[src/rtl/spart_pkg.sv]
// Shared SPART transmit definitions: FSM states, data width, line levels.
// SPART_TXQ_PARITY_EN adds the PARITY state (even parity bit before STOP).
package spart_pkg;
    localparam int DATA_W       = 8;
    localparam int BAUD_DIV_DEF = 434;

    localparam logic LINE_IDLE  = 1'b1;
    localparam logic LINE_START = 1'b0;
    localparam logic LINE_STOP  = 1'b1;

    typedef enum logic [2:0] {
        ST_IDLE   = 3'd0,
        ST_START  = 3'd1,
        ST_DATA   = 3'd2,
`ifdef SPART_TXQ_PARITY_EN
        ST_PARITY = 3'd4,
`endif
        ST_STOP   = 3'd3
    } tx_state_e;

    function automatic logic even_parity(input logic [DATA_W-1:0] d);
        return ^d;
    endfunction
endpackage

[src/rtl/spart_tx_queue_if.sv]
// Pipeline-facing bundle of the SPART transmit queue: byte write strobe,
// occupancy flags and the serial line.
interface spart_tx_queue_if #(
    parameter int AW = 3
);
    logic        send;
    logic [7:0]  tx_data;
    logic        full;
    logic        empty;
    logic [AW:0] count;
    logic        txd;
    logic        busy;

    modport master (
        output send, tx_data,
        input  full, empty, count, txd, busy
    );

    modport slave (
        input  send, tx_data,
        output full, empty, count, txd, busy
    );
endinterface

[src/rtl/spart_tx_fifo.sv]
// Byte FIFO for the SPART transmitter; full/empty derive from the registered
// count only, so a same-cycle pop never frees a slot for a push.
module spart_tx_fifo
    import spart_pkg::*;
#(
    parameter int DEPTH = 8,
    parameter int AW    = 3
) (
    input  logic              clk,
    input  logic              rst,
    input  logic              push_i,
    input  logic [DATA_W-1:0] wdata_i,
    input  logic              pop_i,
    output logic [DATA_W-1:0] rdata_o,
    output logic              full_o,
    output logic              empty_o,
    output logic [AW:0]       count_o
);
    localparam logic [AW:0] DEPTH_C = (AW+1)'(DEPTH);

    logic [DATA_W-1:0] mem_q [DEPTH];
    logic [AW-1:0]     wr_ptr_q, rd_ptr_q;
    logic [AW:0]       count_q, count_d;
    logic              push_ok, pop_ok;

    assign full_o  = (count_q == DEPTH_C);
    assign empty_o = (count_q == '0);
    assign count_o = count_q;
    assign rdata_o = mem_q[rd_ptr_q];

    assign push_ok = push_i & ~full_o;
    assign pop_ok  = pop_i & ~empty_o;

    always_comb begin
        count_d = count_q;
        case ({push_ok, pop_ok})
            2'b10:   count_d = count_q + 1'b1;
            2'b01:   count_d = count_q - 1'b1;
            default: count_d = count_q;
        endcase
    end

    // Pointers are AW bits wide, so they wrap mod DEPTH on their own.
    always_ff @(posedge clk) begin
        if (rst) begin
            wr_ptr_q <= '0;
            rd_ptr_q <= '0;
            count_q  <= '0;
        end else begin
            if (push_ok) wr_ptr_q <= wr_ptr_q + 1'b1;
            if (pop_ok)  rd_ptr_q <= rd_ptr_q + 1'b1;
            count_q <= count_d;
        end
    end

    always_ff @(posedge clk) begin
        if (push_ok) mem_q[wr_ptr_q] <= wdata_i;
    end

    always_ff @(posedge clk) begin
        if (!rst) begin
            assert (count_q <= DEPTH_C);
            assert (!(pop_i && count_q == '0));
        end
    end
endmodule

[src/rtl/spart_tx_queue.sv]
// SPART transmit queue: FIFO plus 8N1 LSB-first serialiser with a registered txd.
// Define SPART_TXQ_PARITY_EN to insert an even-parity bit between data and stop.
module spart_tx_queue
    import spart_pkg::*;
#(
    parameter int DEPTH    = 8,
    parameter int AW       = 3,
    parameter int BAUD_DIV = BAUD_DIV_DEF
) (
    input  logic             clk,
    input  logic             rst,
    spart_tx_queue_if.slave  bus
);
    localparam logic [15:0] BAUD_LAST = 16'(BAUD_DIV - 1);

    tx_state_e         state_q, state_d;
    logic [15:0]       baud_q, baud_d;
    logic [2:0]        bit_q, bit_d;
    logic [DATA_W-1:0] shift_q, shift_d;
    logic              txd_q, txd_d;
`ifdef SPART_TXQ_PARITY_EN
    logic              par_q, par_d;
`endif

    logic [DATA_W-1:0] fifo_rdata;
    logic              fifo_full, fifo_empty, pop;
    logic [AW:0]       fifo_count;
    logic              baud_end;

    spart_tx_fifo #(
        .DEPTH (DEPTH),
        .AW    (AW)
    ) u_fifo (
        .clk     (clk),
        .rst     (rst),
        .push_i  (bus.send),
        .wdata_i (bus.tx_data),
        .pop_i   (pop),
        .rdata_o (fifo_rdata),
        .full_o  (fifo_full),
        .empty_o (fifo_empty),
        .count_o (fifo_count)
    );

    assign baud_end = (baud_q == BAUD_LAST);

    always_comb begin
        state_d = state_q;
        baud_d  = baud_q;
        bit_d   = bit_q;
        shift_d = shift_q;
        pop     = 1'b0;
`ifdef SPART_TXQ_PARITY_EN
        par_d   = par_q;
`endif
        case (state_q)
            ST_IDLE: begin
                if (!fifo_empty) begin
                    pop     = 1'b1;
                    shift_d = fifo_rdata;
                    state_d = ST_START;
                    baud_d  = '0;
                    bit_d   = '0;
`ifdef SPART_TXQ_PARITY_EN
                    par_d   = even_parity(fifo_rdata);
`endif
                end
            end
            ST_START: begin
                if (baud_end) begin
                    state_d = ST_DATA;
                    baud_d  = '0;
                    bit_d   = '0;
                end else begin
                    baud_d  = baud_q + 16'd1;
                end
            end
            ST_DATA: begin
                if (baud_end) begin
                    baud_d = '0;
                    if (bit_q == 3'd7) begin
`ifdef SPART_TXQ_PARITY_EN
                        state_d = ST_PARITY;
`else
                        state_d = ST_STOP;
`endif
                    end else begin
                        bit_d   = bit_q + 3'd1;
                        shift_d = shift_q >> 1;
                    end
                end else begin
                    baud_d = baud_q + 16'd1;
                end
            end
`ifdef SPART_TXQ_PARITY_EN
            ST_PARITY: begin
                if (baud_end) begin
                    state_d = ST_STOP;
                    baud_d  = '0;
                end else begin
                    baud_d  = baud_q + 16'd1;
                end
            end
`endif
            ST_STOP: begin
                if (baud_end) begin
                    state_d = ST_IDLE;
                    baud_d  = '0;
                end else begin
                    baud_d  = baud_q + 16'd1;
                end
            end
            default: begin
                state_d = ST_IDLE;
                baud_d  = '0;
            end
        endcase

        // Line level follows the next state so txd is a plain flop output.
        case (state_d)
            ST_START:  txd_d = LINE_START;
            ST_DATA:   txd_d = shift_d[0];
`ifdef SPART_TXQ_PARITY_EN
            ST_PARITY: txd_d = par_d;
`endif
            ST_STOP:   txd_d = LINE_STOP;
            default:   txd_d = LINE_IDLE;
        endcase
    end

    always_ff @(posedge clk) begin
        if (rst) begin
            state_q <= ST_IDLE;
            baud_q  <= '0;
            bit_q   <= '0;
            shift_q <= '0;
            txd_q   <= LINE_IDLE;
`ifdef SPART_TXQ_PARITY_EN
            par_q   <= 1'b0;
`endif
        end else begin
            state_q <= state_d;
            baud_q  <= baud_d;
            bit_q   <= bit_d;
            shift_q <= shift_d;
            txd_q   <= txd_d;
`ifdef SPART_TXQ_PARITY_EN
            par_q   <= par_d;
`endif
        end
    end

    assign bus.full  = fifo_full;
    assign bus.empty = fifo_empty;
    assign bus.count = fifo_count;
    assign bus.txd   = txd_q;
    assign bus.busy  = (state_q != ST_IDLE);
endmodule

[src/flat_wrapper.sv]
// flat-port wrapper written by rule: the top's interface ports become plain ports
module spart_tx_queue_flat import spart_pkg::*;
#(
    parameter int DEPTH    = 8,
    parameter int AW       = 3,
    parameter int BAUD_DIV = BAUD_DIV_DEF
)
  (clk, rst, bus_send, bus_tx_data, bus_full, bus_empty, bus_count, bus_txd, bus_busy);
  spart_tx_queue_if #(.AW(AW)) bus_i ();
  input  logic clk;
  input  logic rst;
  input wire logic [$bits(bus_i.send)-1:0] bus_send;
  input wire logic [$bits(bus_i.tx_data)-1:0] bus_tx_data;
  output wire logic [$bits(bus_i.full)-1:0] bus_full;
  output wire logic [$bits(bus_i.empty)-1:0] bus_empty;
  output wire logic [$bits(bus_i.count)-1:0] bus_count;
  output wire logic [$bits(bus_i.txd)-1:0] bus_txd;
  output wire logic [$bits(bus_i.busy)-1:0] bus_busy;
  assign bus_i.send = bus_send;
  assign bus_i.tx_data = bus_tx_data;
  assign bus_full = bus_i.full;
  assign bus_empty = bus_i.empty;
  assign bus_count = bus_i.count;
  assign bus_txd = bus_i.txd;
  assign bus_busy = bus_i.busy;
  spart_tx_queue #(.DEPTH(DEPTH), .AW(AW), .BAUD_DIV(BAUD_DIV)) u_core (.clk(clk), .rst(rst), .bus(bus_i));
endmodule
[config.mk]
export PLATFORM = sky130hd
export DESIGN_NAME = spart_tx_queue_flat
export DESIGN_NICKNAME = d
export VERILOG_FILES = /design/src/rtl/spart_pkg.sv /design/src/rtl/spart_tx_queue_if.sv /design/src/rtl/spart_tx_fifo.sv /design/src/rtl/spart_tx_queue.sv /design/src/flat_wrapper.sv
export SDC_FILE = /design/constraint.sdc
export NUM_CORES = 1
export LEC_CHECK = 0
export CAP_MARGIN = 10
export CORE_UTILIZATION = 54
export CTS_BUF_LIST = sky130_fd_sc_hd__clkbuf_16
export DETAILED_ROUTE_END_ITERATION = 12
export PLACE_DENSITY = 0.75
export SYNTH_ARGS = -nofsm -noshare
export SYNTH_HDL_FRONTEND = slang
export SYNTH_SLANG_ARGS = --single-unit
[constraint.sdc]
create_clock -name clk -period 2.6 [get_ports clk]
set_input_delay 0.65 -clock clk [delete_from_list [all_inputs] [get_ports clk]]
set_output_delay 0.65 -clock clk [all_outputs]
set_load 0.05 [all_outputs]
==> impl_table.tex <==
\begin{tabular}{lr}
\hline
Metric & Value \\
\hline
\multicolumn{2}{l}{\textbf{Logic synthesis}} \\
Cell with the most instances after synthesis & sky130\_fd\_sc\_hd\_\_edfxtp\_1 \\
Fraction of synthesis flops using an asynchronous set or reset pin & 0\% \\
Flip-flop cell with the highest count after synthesis & sky130\_fd\_sc\_hd\_\_edfxtp\_1 \\
Share of the yosys chip area belonging to registers & 61.7\% \\
Cell count after synthesis & 344 \\
Cell type contributing the most total cell area after synthesis & sky130\_fd\_sc\_hd\_\_edfxtp\_1 \\
Area share of the largest cell type after synthesis & 42.3\% \\
Synth cell count leaders & sky130\_fd\_sc\_hd\_\_edfxtp\_1, sky130\_fd\_sc\_hd\_\_nor2\_1, sky130\_fd\_sc\_hd\_\_dfxtp\_1, sky130\_fd\_sc\_hd\_\_nand2\_1, sky130\_fd\_sc\_hd\_\_mux4\_2 \\
Mapped Avg Cell Area & 13.2 um2 \\
Cell area after technology mapping & 0.00454 mm2 \\
Number of flops mapped to enable cells by yosys & 64 \\
Number of different library cells in the post-synthesis netlist & 48 \\
Synthesis warning total & 0 \\
Top cells by area in the synthesized netlist & sky130\_fd\_sc\_hd\_\_edfxtp\_1, sky130\_fd\_sc\_hd\_\_dfxtp\_1, sky130\_fd\_sc\_hd\_\_mux4\_2, sky130\_fd\_sc\_hd\_\_nor2\_1, sky130\_fd\_sc\_hd\_\_ha\_1 \\
Syn Nets & 365 \\
Synth Register Bits & 108 \\
\multicolumn{2}{l}{\textbf{Clock tree}} \\
\# clock sinks & 108 \\
Number of buffers between clock root and the deepest sink & 2 \\
TritonCTS clock tree & built \\
Number of hold buffers added after cts & 0 \\
Setup fix buffers added after clock tree synthesis & 0 \\
Clock root cell & sky130\_fd\_sc\_hd\_\_clkbuf\_16 \\
Clock latency at the later pin of the worst-skew pair & 0.34 ns \\
Clock transition at path regs & 0.07 ns \\
TritonCTS Buffers & 9 \\
H-tree levels & 3 \\
\multicolumn{2}{l}{\textbf{Flow run}} \\
Max cap viols & 0 \\
\multicolumn{2}{l}{\textbf{Place}} \\
HPWL after detailed placement & 5.58 mm \\
Number of buffers added on ports & 18 \\
Post-Place Cell Area & 0.00498 mm2 \\
Global placement routability congestion & 0.802 \\
Placed Instances & 477 \\
\multicolumn{2}{l}{\textbf{Global route}} \\
Pin count of the biggest net entering global routing & 20 \\
Number of global-route vias before repair & 2699 \\
Antenna violations before repair & 0 \\
First-pass GRT wire length & 13.4 mm \\
Remaining global-route overflow & 0 \\
GRT Overall Usage & 21.0\% \\
\multicolumn{2}{l}{\textbf{Timing}} \\
Number of endpoints with negative hold slack in the final report & 0 \\
Fin Setup TNS & 0 ns \\
Setup repair after global routing missed its margin & true \\
Pin slew with the least headroom to its limit & 0.735 ns \\
Maximum frequency from static timing analysis & 391 MHz \\
Portion of the clock cycle consumed by the worst path in the final layout & 98.2\% \\
Largest clock skew in the final design & 0.00865 ns \\
Final Max Slew Viols & 0 \\
Min Clock Period, post-route & 2.55 ns \\
Max\_slew headroom & 50.6\% \\
Final setup violating endpoints & 0 \\
Tightest hold margin & 0.464 ns \\
\multicolumn{2}{l}{\textbf{Pwr}} \\
Leak & 1.84 nW \\
Ratio of total power to cell area & 897 mW/mm2 \\
Peak supply drop & 473 uV \\
\multicolumn{2}{l}{\textbf{Worst setup path}} \\
Endpoint class of the critical path & flip-flop \\
Data arrival at the endpoint of the critical path & 2.83 ns \\
Crit path max-delay cell type & sky130\_fd\_sc\_hd\_\_or4\_4 \\
Category of the critical setup timing path & flip-flop to flip-flop \\
Crit path required time & 2.88 ns \\
Maximum cell stage delay along the critical path & 0.56 ns \\
Cell-by-cell trace of the critical path & or4\_4 > nand2\_4 > inv\_1 > ha\_1 > ha\_1 > a21o\_1 > a21oi\_2 > xnor2\_1 > or3\_4 > a21oi\_2 \\
R2R Setup Slk & 0.05 ns \\
Peak fanout along the critical path & 6 \\
Worst Setup Start Kind & flip-flop \\
\multicolumn{2}{l}{\textbf{Cells and area}} \\
Register cell area after layout & 0.00281 mm2 \\
Share of layout cells above drive strength 1 & 20.2\% \\
Number of fillers in the final layout & 599 \\
Multi-input combinational cell area & 0.00168 mm2 \\
Nets & 404 \\
Total non-filler cell area in the finished layout & 0.00532 mm2 \\
Ant. Diodes & 0 \\
Final instance count without filler cells & 492 \\
Area Overhead vs Synth & 17.1\% \\
\multicolumn{2}{l}{\textbf{Die}} \\
Vertical extent of the die & 93.7 um \\
Initial core utilization & 55.5\% \\
Number of placed I/O pins & 19 \\
Core Box Area & 0.00818 mm2 \\
Area of the die & 0.00878 mm2 \\
Row count & 33 \\
Floorplan die width & 93.7 um \\
\multicolumn{2}{l}{\textbf{Routing}} \\
Routed wire length per instance & 17.1 um \\
Drt via density & 5.65 \\
Drt pass-1 iters & 4 \\
Total wire length after detailed routing & 8.43 mm \\
DR vias & 2778 \\
Number of routed nets with antenna violations & 0 \\
Drt initial violations & 204 \\
DRC violations left & 0 \\
\multicolumn{2}{l}{\textbf{Run status}} \\
Outcome & finished, final reports clean \\
\multicolumn{2}{l}{\textbf{Min path}} \\
Worst min path class & flip-flop to flip-flop \\
\hline
\end{tabular}
## placed cells by master, fill, tap and decap left out, drive strengths merged, types with 4 or more instances in the layout
master and count:
a21oi 15, nor2 45, dfxtp 44, inv 14, clkbuf 9, clkdlybuf4s50 15
nand3 4, xnor2 8, ha 9, or3 4, a221o 5, xor2 12
mux4 16, nand4 5, buf 25, edfxtp 64, mux2i 8, nand2b 5
nor3 10, o21ai 4, nand2 26
## power breakdown
group | total [mW] | switching (mW) | leakage [nW] | internal, mW
logic | 1.27 | 0.694 | 0.746 | 0.580
registers | 2.09 | 0.128 | 0.940 | 1.97
clock network | 1.40 | 0.634 | 0.150 | 0.764
## registers in the layout, summed over array words and instances, names as in the netlist, named ones only
signal	count
u_core.shift_q	8
u_core.state_q	3
u_core.bus.txd	1
u_core.u_fifo.rd_ptr_q	3
u_core.u_fifo.mem_q	64
u_core.u_fifo.wr_ptr_q	3
u_core.u_fifo.count_o	4
u_core.baud_q	16
u_core.bit_q	3
## final timing paths
| kind | cells after the start | start | end |
|---|---|---|---|
| worst max-delay path | 10 | u_core.u_fifo.count_o[3] | u_core.u_fifo.count_o[3] |
| worst min-delay path | 2 | u_core.bit_q[1] | u_core.bit_q[1] |
| worst max register to register | 10 | u_core.u_fifo.count_o[3] | u_core.u_fifo.count_o[3] |
| worst min register to register | 2 | u_core.bit_q[1] | u_core.bit_q[1] |
## worst max-delay path: cells and delay by family, from the launching register on
family	cells	cell delay, ns
and+or+nand+nor	3	1.04
adders and majority gates	2	0.47
AOI/OAI and AO/OA	3	0.46
DFF	1	0.35
xor gates and xnor gates	1	0.11
buffers and inverters	1	0.05
## cell families after synthesis
family                     count (synthesis)  share of synthesized area, %
adders and majority gates                 10                          2.92
muxes                                     24                          9.70
buffers and inverters                     23                          2.04
other                                      1                        0.0826
xor gates and xnor gates                  20                          3.86
DFF                                      108                          61.7
and+or+nand+nor                          123                          14.4
AOI/OAI and AO/OA                         35                          5.24
## per-layer routing
| metal | GRT usage [%] | routed length [um] | up-vias |
|---|---|---|---|
| met5 | 0 | 0 | - |
| li1 | - | - | 1351 |
| met3 | 4.61 | 311 | 11 |
| met2 | 36.3 | 4400 | 50 |
| met4 | 6.03 | 108 | 0 |
| met1 | 26.4 | 3620 | 1366 |
## layout make-up
class / instances / share of cell area [%]
Sequential cell: 108 / 52.8
Clock buffer: 9 / 4.24
Clock inverter: 6 / 1.48
Multi-Input combinational cell: 213 / 31.5
Tap cell: 105 / 2.47
Inverter: 10 / 0.706
Timing Repair Buffer: 41 / 6.75
## stage by stage
step                      total power, mW  worst slack, ns  utilization [%]
final                                4.77           0.0456             65.0
after CTS                            4.77           0.0401             64.7
after global placement               3.34           -0.170             61.0
after global routing                 4.98          -0.0394             65.0
after floorplan                      2.96           0.0264                -
after detailed placement             3.37           -0.224             61.0
## timing repair
| item | CTS | global route |
|---|---|---|
| resized for setup | 1 | 7 |
| endpoints found under the setup margin | 1 | 1 |
| gates cloned | 0 | 0 |
| pin swaps | 0 | 2 |
Power figures use the tool's default switching activity.
==> edit 1: new RTL, same flow settings <==
Encoding of `tx_state_e`: now one-hot (4 bits for 4 states).
--- a/src/rtl/spart_pkg.sv
+++ b/src/rtl/spart_pkg.sv
@@ -10,6 +10,6 @@
 
-    typedef enum logic [2:0] {
-        ST_IDLE   = 3'd0,
-        ST_START  = 3'd1,
-        ST_DATA   = 3'd2,
+    typedef enum logic [3:0] {
+        ST_IDLE   = 4'b0001,
+        ST_START  = 4'b0010,
+        ST_DATA   = 4'b0100,
 `ifdef SPART_TXQ_PARITY_EN
@@ -17,3 +17,3 @@
 `endif
-        ST_STOP   = 3'd3
+        ST_STOP   = 4'b1000
     } tx_state_e;
Check against the original RTL: same outputs for any inputs over 10 cycles, from zero or initial values and one cycle with rst high; not proved beyond that.
==> edit 1 against the unedited design <==
  * Power grew 5.7%
  * Synthesized area shrank 0.22%
  * Sequential cell count grew 1
  * Clock skew is essentially flat
  * Count of clock-buffer cells in the layout is the same
  * Design area shrank 0.35%
  * Setup slack gained 99 ps
  * Routed wire length shrank 4.2%
==> edit 1: results (changes against the unedited design) <==
reg-to-reg setup timing slack=210 ps (+160 ps); multiplexer share of the synthesized area=9.72% (+0.021 points); clock power share=26.9% (-2.4 points); met2 Usage GRT=36.7% (+0.39 points); Cell Count Post-Placement=469 (-1.7%); dpl cell area=4980 um2 (about the same); VDD IR max=0.465 mV (-1.6%); Seq/Total Area, Yosys=62.3% (+0.58 points); Worst Hold End=u_core.bit_q[2]; # resized after CTS=0 (-1); global-route wire length before repair=12,800 um (-4.1%); metal3 WL=301 um (-3.2%); grt met1 use=22.8% (-3.6 points); post-route insts no fill=485 (-1.4%); Critical Path AT=2720 ps (-110 ps); Worst Hold Slack=484 ps (+19.8 ps); Placement Setup Slack=-202 ps (+22.5 ps); routed wire length per instance=16.7 um (-2.8%); Post-Synth XOR/XNOR Area=4.25% (+0.40 points); hold path start=u_core.bit_q[2]; vias in the first global route=2,610 (-3.3%); share of layout cells above drive strength 1=18.2% (-2.0 points); syn nets=362 (-0.82%); Distinct cells, synth=46 (-4.2%); run status=completed; Total GRT Usage=20.1% (-0.88 points); commonest cells in the netlist=edfxtp_1, nor2_1, dfxtp_1, nand2_1, xor2_1; Area contributors post-synth=edfxtp_1, dfxtp_1, mux4_2, nor2_1, xor2_1; Worst Setup SP=bus_send; fin nets=396 (-2.0%); Synth Area in Compound Gates=5.25% (+0.012 points)
## edit 1: cell count changes in the layout (fill, tap and decap cells not counted), sizes merged, moves of 3 or more
| cell | unedited run | this run |
|---|---|---|
| xnor2 | 8 | 5 |
| nand3b | 3 | 0 |
| nand3 | 4 | 11 |
| buf | 25 | 20 |
| nand2 | 26 | 21 |
| a311oi | 3 | 0 |
| a221oi | 0 | 7 |
| clkinv | 1 | 5 |
| and2 | 1 | 4 |
| a221o | 5 | 0 |
| nor3 | 10 | 5 |
| xor2 | 12 | 17 |
## edit 1: layout make-up
class	count	area [um2]	area share, %
inverter	10	40.0	0.756
clock inverter	7	86.3	1.63
clock buffer	9	225	4.25
multi-input combinational	209	1660	31.3
tap	105	131	2.48
sequential	109	2830	53.5
timing repair buffer	36	325	6.14
## edit 1: critical path: stages
cell             delay (ps)
clkdlybuf4s50_1         450
a21boi_0                250
inv_1                   130
ha_4                    200
ha_4                    200
a21o_1                  160
a21oi_2                 120
xnor2_1                  90
or3_1                   340
a21oi_1                 130
==> edit 2: new RTL, same flow settings <==
Without the edit above. Build with the macro `SPART_TXQ_PARITY_EN` defined.
--- a/src/rtl/spart_pkg.sv
+++ b/src/rtl/spart_pkg.sv
@@ -2,2 +2,4 @@
 // SPART_TXQ_PARITY_EN adds the PARITY state (even parity bit before STOP).
+`define SPART_TXQ_PARITY_EN
+
 package spart_pkg;
Check against the original RTL: no difference found for any inputs over 10 cycles, from zero or initial values and one cycle with rst high; that may be too few to reach the edited logic, so the function may still have changed.
==> edit 2 against the unedited design <==
  * Design area rose by 6.2%
  * Count of clock-buffer cells in the layout did not move
  * Power rose by 12%
  * Sequential cell count rose by 1
  * Clock power fell by 6%
  * Synthesized area rose by 8.1%
  * First-iteration DRC count fell by 47%
  * Clock skew rose by 4.1 ps
  * Routed wire length rose by 11%
  * Setup slack improved by 150 ps
  * Worst hold slack improved by 11 ps
  * Maximum frequency rose by 6.0%
  * Critical path type is now input pin to flop
  * Largest cell class unchanged
  * Highest routed layer unchanged
==> edit 2: results (changes against the unedited design) <==
Final Wtd Congestion=0.855 (+6.6%); wl on met1=4000 um (+11%); Max FO, Critical Path=2 (-4); CP peak stage delay=450 ps (-110 ps); post-route insts no fill=554 (+13%); hold path start=u_core.bit_q[2]; largest net degree at the start of global routing=27 (+35%); Placement Setup Slack=-175 ps (+49.4 ps); met2 Usage GRT=37.0% (+0.69 points); reg-to-reg startpoint=u_core.u_fifo.count_o[0]; Cell Count Post-Placement=538 (+13%); dpl cell area=5360 um2 (+7.5%); Total GRT Usage=21.3% (+0.32 points); via-per-instance ratio=5.71 (+1.1%); Distinct cells, synth=41 (-15%); multiplexer share of the synthesized area=10.4% (+0.70 points); reg-to-reg setup timing slack=200 ps (+150 ps); met3 usage=4.96% (+0.35 points); global-route wire length before repair=15,500 um (+15%); Seq/Total Area, Yosys=57.5% (-4.2 points); VDD IR max=0.488 mV (+3.3%); Final Power=5.36 mW (+12%); Worst Setup SP=bus_send; metal2 WL=4850 um (+10%); routed wire length per instance=17.0 um (-1.0%); Worst Hold Slack=476 ps (+11.5 ps); Critical Path AT=2690 ps (-140 ps); vias in the first global route=3,157 (+17%); Post-Synth Adder-Cell Area=2.70% (-0.22 points); run status=completed; Crit path max-delay family=buffers and inverters
-- edit 2: cell count changes after synthesis, moves of 4 or more --
cell / unedited run / this run
a221o_1: 5 / 0
xnor2_1: 8 / 21
clkbuf_1: 9 / 14
xor2_1: 12 / 24
nand3_1: 4 / 11
a221oi_1: 0 / 6
o21ai_0: 4 / 8
mux2i_1: 8 / 15
a21oi_1: 13 / 19
nor2_1: 45 / 54
-- edit 2: where the power goes --
part,leakage [nW],total [mW],switching [mW],internal (mW)
logic,0.931,1.87,1.05,0.819
clock network,0.144,1.32,0.649,0.674
registers,0.948,2.16,0.133,2.03
total,2.02,5.36,1.83,3.52
-- edit 2: layout make-up --
cell class / instances / area [um2]
multi-input combinational: 264 / 1970
tap: 108 / 135
timing repair buffer: 45 / 377
clock inverter: 7 / 62.6
clock buffer: 9 / 225
fill: 662 / 3120
inverter: 12 / 45.0
sequential: 109 / 2830
